==> config.mk <==
export PLATFORM = sky130hd
export DESIGN_NAME = udp_oe_csr_nchan
export DESIGN_NICKNAME = d
export VERILOG_FILES = /design/src/rtl/udp_oe_csr_nchan.sv
export SDC_FILE = /design/constraint.sdc
export NUM_CORES = 1
export LEC_CHECK = 0
export CELL_PAD_IN_SITES_DETAIL_PLACEMENT = 1
export CELL_PAD_IN_SITES_GLOBAL_PLACEMENT = 1
export CORE_ASPECT_RATIO = 0.8
export CORE_MARGIN = 5
export CORE_UTILIZATION = 42
export CTS_BUF_LIST = sky130_fd_sc_hd__clkbuf_16
export DETAILED_ROUTE_END_ITERATION = 10
export GPL_TIMING_DRIVEN = 0
export MAX_ROUTING_LAYER = met4
export PLACE_DENSITY_LB_ADDON = 0.1
export SYNTH_ARGS = -nofsm -noshare
export SYNTH_HDL_FRONTEND = slang
export SYNTH_SLANG_ARGS = --single-unit
export TNS_END_PERCENT = 50
==> constraint.sdc <==
create_clock -name clk -period 26 [get_ports clk]
set_input_delay 5.2 -clock clk [delete_from_list [all_inputs] [get_ports clk]]
set_output_delay 5.2 -clock clk [all_outputs]
set_load 0.005 [all_outputs]
==> src/rtl/udp_oe_csr_nchan.sv <==
// CSR block for a multi-channel UDP offload engine: DFH/ID header, common
// network configuration, and per-channel reset/status/control/packet counters.
module udp_oe_csr_nchan #(
   parameter int NUM_CHAN          = 2,
   parameter int MMIO64_ADDR_WIDTH = 8,
   parameter int MMIO64_DATA_WIDTH = 64,
   parameter int RST_PULSE_CYCLES  = 16
) (
   input  logic                          clk,
   input  logic                          reset,
   input  logic                          wr_en,
   input  logic [MMIO64_ADDR_WIDTH-1:0]  wr_addr,
   input  logic [MMIO64_DATA_WIDTH-1:0]  wr_data,
   input  logic                          rd_en,
   input  logic [MMIO64_ADDR_WIDTH-1:0]  rd_addr,
   output logic                          rd_valid,
   output logic [MMIO64_DATA_WIDTH-1:0]  rd_data,
   output logic [47:0]                   fpga_mac,
   output logic [31:0]                   fpga_ip,
   output logic [15:0]                   fpga_udp_port,
   output logic [31:0]                   fpga_netmask,
   output logic [47:0]                   host_mac,
   output logic [31:0]                   host_ip,
   output logic [15:0]                   host_udp_port,
   output logic [15:0]                   payload_per_packet,
   output logic [15:0]                   checksum_ip,
   output logic [NUM_CHAN-1:0]           chan_reset,
   output logic [NUM_CHAN*32-1:0]        misc_ctrl,
   input  logic [NUM_CHAN-1:0]           tx_pkt_stb,
   input  logic [NUM_CHAN-1:0]           rx_pkt_stb,
   input  logic [NUM_CHAN*8-1:0]         err_stb,
   input  logic [NUM_CHAN*16-1:0]        live_status
);

   localparam int AW = MMIO64_ADDR_WIDTH;

   localparam logic [63:0] DFH_WORD = {4'h2, 8'h01, 11'd0, 1'b0, 24'h003800, 4'h0, 12'h000};
   localparam logic [63:0] ID_LO    = 64'h966D_1F07_871D_4396;
   localparam logic [63:0] ID_HI    = 64'h9C85_60C5_729F_F873;
   localparam logic [63:0] REG_INFO = {32'd512, 1'b0, 15'd0, 16'd0};
   localparam logic [63:0] BAD_WORD = 64'h0BAD_0ADD_0BAD_0ADD;

   logic [63:0]                scratch;
   logic [NUM_CHAN-1:0][63:0]  ch_rd;
   logic [MMIO64_DATA_WIDTH-1:0] rd_mux;

   // Common configuration registers; fields are right-justified in the word
   always_ff @(posedge clk or posedge reset) begin
      if (reset) begin
         scratch            <= '0;
         fpga_mac           <= '0;
         fpga_ip            <= '0;
         fpga_udp_port      <= '0;
         fpga_netmask       <= '0;
         host_mac           <= '0;
         host_ip            <= '0;
         host_udp_port      <= '0;
         payload_per_packet <= '0;
         checksum_ip        <= '0;
      end else if (wr_en) begin
         case (wr_addr)
            AW'('h10): scratch            <= wr_data;
            AW'('h12): fpga_mac           <= wr_data[47:0];
            AW'('h13): fpga_ip            <= wr_data[31:0];
            AW'('h14): fpga_udp_port      <= wr_data[15:0];
            AW'('h15): fpga_netmask       <= wr_data[31:0];
            AW'('h16): host_mac           <= wr_data[47:0];
            AW'('h17): host_ip            <= wr_data[31:0];
            AW'('h18): host_udp_port      <= wr_data[15:0];
            AW'('h19): payload_per_packet <= wr_data[15:0];
            AW'('h1A): checksum_ip        <= wr_data[15:0];
            default: ;
         endcase
      end
   end

   for (genvar c = 0; c < NUM_CHAN; c++) begin : gen_chan
      localparam logic [AW-5:0] BLK = (AW-4)'(c + 2);

      logic        wr_blk;
      logic        hold;
      logic [7:0]  pulse_cnt;
      logic [7:0]  sticky;
      logic [31:0] misc;
      logic [31:0] tx_cnt;
      logic [31:0] rx_cnt;
      logic [63:0] rd_word;

      assign wr_blk        = wr_en && (wr_addr[AW-1:4] == BLK);
      assign chan_reset[c] = (pulse_cnt != 8'd0);
      // A starting pulse already zeroes state so the channel is clean on its first reset cycle
      assign hold          = chan_reset[c] || (wr_blk && wr_addr[3:0] == 4'h1 && wr_data[0]);
      assign misc_ctrl[c*32 +: 32] = misc;
      assign ch_rd[c]      = rd_word;

      // Reset pulse down-counter; a bit0 write (re)loads the full length
      always_ff @(posedge clk or posedge reset) begin
         if (reset)
            pulse_cnt <= '0;
         else if (wr_blk && wr_addr[3:0] == 4'h1 && wr_data[0])
            pulse_cnt <= 8'(RST_PULSE_CYCLES);
         else if (pulse_cnt != 8'd0)
            pulse_cnt <= pulse_cnt - 8'd1;
      end

      // Sticky error bits: new errors win over a simultaneous write-1-to-clear
      always_ff @(posedge clk or posedge reset) begin
         if (reset)
            sticky <= '0;
         else if (hold)
            sticky <= '0;
         else
            sticky <= (sticky & ~((wr_blk && wr_addr[3:0] == 4'h2) ? wr_data[7:0] : 8'h00))
                      | err_stb[c*8 +: 8];
      end

      // Channel control word, unaffected by the channel reset pulse
      always_ff @(posedge clk or posedge reset) begin
         if (reset)
            misc <= '0;
         else if (wr_blk && wr_addr[3:0] == 4'h3)
            misc <= wr_data[31:0];
      end

      // Saturating tx packet counter; a write clears it and beats a coincident strobe
      always_ff @(posedge clk or posedge reset) begin
         if (reset)
            tx_cnt <= '0;
         else if (hold || (wr_blk && wr_addr[3:0] == 4'h4))
            tx_cnt <= '0;
         else if (tx_pkt_stb[c] && tx_cnt != 32'hFFFF_FFFF)
            tx_cnt <= tx_cnt + 32'd1;
      end

      // Saturating rx packet counter, same clear rules as tx
      always_ff @(posedge clk or posedge reset) begin
         if (reset)
            rx_cnt <= '0;
         else if (hold || (wr_blk && wr_addr[3:0] == 4'h5))
            rx_cnt <= '0;
         else if (rx_pkt_stb[c] && rx_cnt != 32'hFFFF_FFFF)
            rx_cnt <= rx_cnt + 32'd1;
      end

      // Per-channel read word selected by register offset
      always_comb begin
         rd_word = BAD_WORD;
         case (rd_addr[3:0])
            4'h0: rd_word = {48'd0, 8'(c), 8'(NUM_CHAN)};
            4'h1: rd_word = {63'd0, chan_reset[c]};
            4'h2: rd_word = {32'd0, live_status[c*16 +: 16], 8'd0, sticky};
            4'h3: rd_word = {32'd0, misc};
            4'h4: rd_word = {32'd0, tx_cnt};
            4'h5: rd_word = {32'd0, rx_cnt};
            default: rd_word = BAD_WORD;
         endcase
      end
   end

   // Read decode across header, common and channel blocks
   always_comb begin
      rd_mux = BAD_WORD;
      case (rd_addr)
         AW'('h00): rd_mux = DFH_WORD;
         AW'('h01): rd_mux = ID_LO;
         AW'('h02): rd_mux = ID_HI;
         AW'('h03): rd_mux = 64'd0;
         AW'('h04): rd_mux = REG_INFO;
         AW'('h10): rd_mux = scratch;
         AW'('h11): rd_mux = 64'(NUM_CHAN);
         AW'('h12): rd_mux = 64'(fpga_mac);
         AW'('h13): rd_mux = 64'(fpga_ip);
         AW'('h14): rd_mux = 64'(fpga_udp_port);
         AW'('h15): rd_mux = 64'(fpga_netmask);
         AW'('h16): rd_mux = 64'(host_mac);
         AW'('h17): rd_mux = 64'(host_ip);
         AW'('h18): rd_mux = 64'(host_udp_port);
         AW'('h19): rd_mux = 64'(payload_per_packet);
         AW'('h1A): rd_mux = 64'(checksum_ip);
         default: ;
      endcase
      for (int c = 0; c < NUM_CHAN; c++) begin
         if (rd_addr[AW-1:4] == (AW-4)'(c + 2))
            rd_mux = ch_rd[c];
      end
   end

   // One-cycle read response; data holds until the next read
   always_ff @(posedge clk or posedge reset) begin
      if (reset) begin
         rd_valid <= 1'b0;
         rd_data  <= '0;
      end else begin
         rd_valid <= rd_en;
         if (rd_en)
            rd_data <= rd_mux;
      end
   end

endmodule

==> run_results.csv <==
group,metric,value,unit
placement,io_buffers,519,
min_path,hp-class,"register to register",
synthesis,synthFlopType,"dfrtp_1",
timing,finClkSkew,25.29,ps
synthesis,synth_fa_ha_area_share,0.3401,%
die,ios,523,
finish,fin_nets,3357,
die,die_y,246.8,microns
synthesis,ys_seq_area_share,51.77,%
finish,drive_gt1_share,18.08,%
cts,hold_buffers,0,
finish,syn2layout_area_growth,28.91,%
global_route,antenna_found_initial,10,
placement,preCtsSetupSlack,16900,ps
synthesis,synthArstFlopShare,100.0,%
placement,place_hpwl,117000,microns
synthesis,yosysWarnings,0,
global_route,grt.overflow.total,0,
drt,vias,27730,
power,power,0.002228,W
synthesis,synth_area,29430,sq um
cts,ctsResizeCount,0,
timing,setup_tns,0,ps
global_route,first_global_vias,27810,
power,comb_power_share,12.8,%
die,dieArea,75510,sq um
timing,finalSetupViolCount,0,
outcome,status,"finished, violations left",
timing,slew_headroom,-5.533,%
global_route,grt_max_degree,131,
drt,detail_route.vias_per_cell,6.619,
cts,cts.sinks,609,
power,p_seq_share,46.9,%
drt,avgRoutedWirePerCell,37.10,microns
power,p_clk_share,40.3,%
timing,clock.fmax,0.1134,GHz
synthesis,synth_compound_area_share,13.18,%
setup_path,endpoint_kind,"register",
setup_path,cp_max_fo,10,
cts,root_buffer,"clkbuf_16",
timing,tightest_slew,1583,ps
power,power_density,58.73,nW/um^2
synthesis,synthSimpleGateAreaFrac,11.55,%
setup_path,criticalPathCategory,"input port to register",
synthesis,synth_top_family_by_area,"multiplexers",
outcome,violations,"capacitance limit, slew limit",
synthesis,ys_ff_latch,609,
timing,hold_viol_final,0,
drt,ant_nets,0,
drt,drt-pass1-iter-count,8,
synthesis,synthMuxAreaShare,16.60,%
cts,clk_pin_slew,60,ps
cts,cts_tree,"yes",
synthesis,synth_xor_area_share,3.065,%
cts,clkLatencyLatePin,630,ps
timing,maxSlewViolCount,22,
synthesis,synth_edf_count,0,
power,swShare,27.81,%
placement,gp_congestion,0.9984,
drt,finalWirelength,155400,microns
synthesis,syn_nets,2760,
cts,cts_setup_buffers,0,
setup_path,critPathLaunchType,"input port",
cts,htreeDepth,3,
timing,finalCritPeriodShare,33.93,%
drt,dr.first_iter.drc_count,3663,
cts,numCtsBuffers,67,
finish,final_util,54.84,%
timing,timing.final.crit_period,8821,ps
synthesis,syn_avg_cell_area,11.25,sq um
synthesis,syn_inst,2616,
setup_path,required,26540,ps
run,drv_cap,2,
drt,remaining_drc_errors,0,
die,core,69190,sq um
power,ir_worst_vdd,45.76,uV
global_route,grt_usage,40.90,%
timing,holdWs,488.5,ps
setup_path,arrival,9360,ps
power,p_switching,0.0006197,W
die,start_util,42.54,%
power,power_leakage,16.03,nW
timing,rsz0062_at_grt,"no",
die,die_x,306.0,microns
global_route,grt_pass1_wl,215300,microns
die,placementRows,86,
power,p_int,0.001609,W
timing,worst_slack,17180,ps
synthesis,synth.distinct_cells,86,
cts,clock_path_buffers,3,
==> layout make-up <==
class / count / area (sq um)
clock inverters: 45 / 219.0
fillers: 7307 / 31250
repair buffers: 528 / 5366
inverters: 61 / 236.5
clock buffers: 69 / 1727
multi-input cells: 1770 / 13180
flip-flops and latches: 609 / 15240
diodes: 7 / 17.52
plain buffers: 176 / 798.3
well taps: 924 / 1156
==> flip-flops by register name (all words and copies together) (netlist names) <==
register            count
checksum_ip            16
fpga_ip                32
fpga_mac               48
fpga_netmask           32
fpga_udp_port          16
gen_chan.misc          64
gen_chan.pulse_cnt     16
gen_chan.rx_cnt        64
gen_chan.sticky        16
gen_chan.tx_cnt        64
host_ip                32
host_mac               48
host_udp_port          16
payload_per_packet     16
rd_data                64
rd_valid                1
scratch                64
==> Yosys cell counts (14+ instances only) <==
master / n / area share [%]
nor3_1: 48 / 0.82
nand3_1: 73 / 1.2
a222oi_1: 14 / 0.48
a221oi_1: 25 / 0.74
buf_4: 17 / 0.43
nand2_1: 132 / 1.7
o21ai_0: 78 / 1.3
mux2i_1: 47 / 1.6
or3_1: 28 / 0.60
mux2_2: 390 / 15
xor2_1: 32 / 0.95
a211oi_1: 20 / 0.51
nand4_1: 35 / 0.74
a31oi_1: 23 / 0.49
buf_2: 53 / 0.90
nor2_1: 205 / 2.6
o221ai_1: 15 / 0.45
buf_1: 14 / 0.18
xnor2_1: 71 / 2.1
and3_1: 26 / 0.55
a22o_1: 31 / 0.92
nor2b_1: 18 / 0.38
nor4_1: 15 / 0.32
a22oi_1: 113 / 2.9
clkbuf_1: 91 / 1.2
a21oi_1: 108 / 1.8
and4_1: 20 / 0.60
inv_1: 57 / 0.73
o22ai_1: 46 / 0.98
dfrtp_1: 609 / 52
==> placed cells by master, fill, tap and decap left out, drive strengths merged, types with 46 or more instances in the layout <==
cell           netlist  layout
nand3               75      75
nand2              132     132
clkdlybuf4s50        0     519
clkbuf              91     160
o22ai               46      46
xnor2               71      71
mux2               392     392
buf                 85      94
inv                 59      79
o21ai               87      87
nor3                48      48
a21oi              108     108
a22oi              113     113
dfrtp              609     609
nor2               208     208
mux2i               47      47
==> routing by layer <==
metal | GRT usage (%) | share of wire [%] | vias to the layer above
met5 | - | 0 | -
li1 | - | - | 10890
met3 | 12.79 | 12 | 398
met1 | 54.89 | 41 | 14590
met2 | 58.57 | 43 | 1848
met4 | 15.08 | 4.9 | 0
==> cell families after synthesis <==
family | count (synthesis)
compound gates | 554
xor+xnor | 103
fa+ha+maj | 8
buf+inv | 237
flops | 609
mux | 439
simple gates | 666
==> worst max-delay path, stage by stage <==
cell and delay, ps:
clkdlybuf4s50_1 640, nor4b_4 780, buf_4 390, clkbuf_1 1190
a22oi_1 340, a31oi_1 480, o22ai_1 140, a31oi_1 180
==> power groups by stage <==
stage | combinational [W] | clock [W] | sequential [W]
2_1_floorplan | 0.000113 | 0 | 0.00104
3_3_place_gp | 0.000267 | 0 | 0.00106
3_5_place_dp | 0.000278 | 0 | 0.00106
4_1_cts | 0.000280 | 0.000901 | 0.00104
5_1_grt | 0.000297 | 0.000941 | 0.00105
6_report | 0.000285 | 0.000899 | 0.00104
==> stage by stage <==
step,cells,area [sq um]
2_1_floorplan,2616,29430
3_3_place_gp,4059,35790
3_5_place_dp,4068,35970
4_1_cts,4182,37920
5_1_grt,4188,37940
6_report,4189,37940
==> path summary, 6_finish.rpt <==
| check | start | to | slack (ps) | cells after the start |
|---|---|---|---|---|
| setup / recovery | rd_addr[1] | rd_data[19]$_DFFE_PP0P_ | 17180 | 8 |
| hold / removal | rd_data[12]$_DFFE_PP0P_ | rd_data[12]$_DFFE_PP0P_ | 490 | 1 |
| setup reg to reg | gen_chan[1].rx_cnt[6]$_DFFE_PP0P_ | gen_chan[1].rx_cnt[8]$_DFFE_PP0P_ | 22950 | 8 |
| hold reg to reg | rd_data[12]$_DFFE_PP0P_ | rd_data[12]$_DFFE_PP0P_ | 490 | 1 |
| max in group asynchronous | reset | checksum_ip[9]$_DFFE_PP0P_ | 19450 | 4 |
| min in group asynchronous | reset | gen_chan[0].rx_cnt[25]$_DFFE_PP0P_ | 5050 | 2 |
Note: power is estimated with default switching activity, not from simulation.
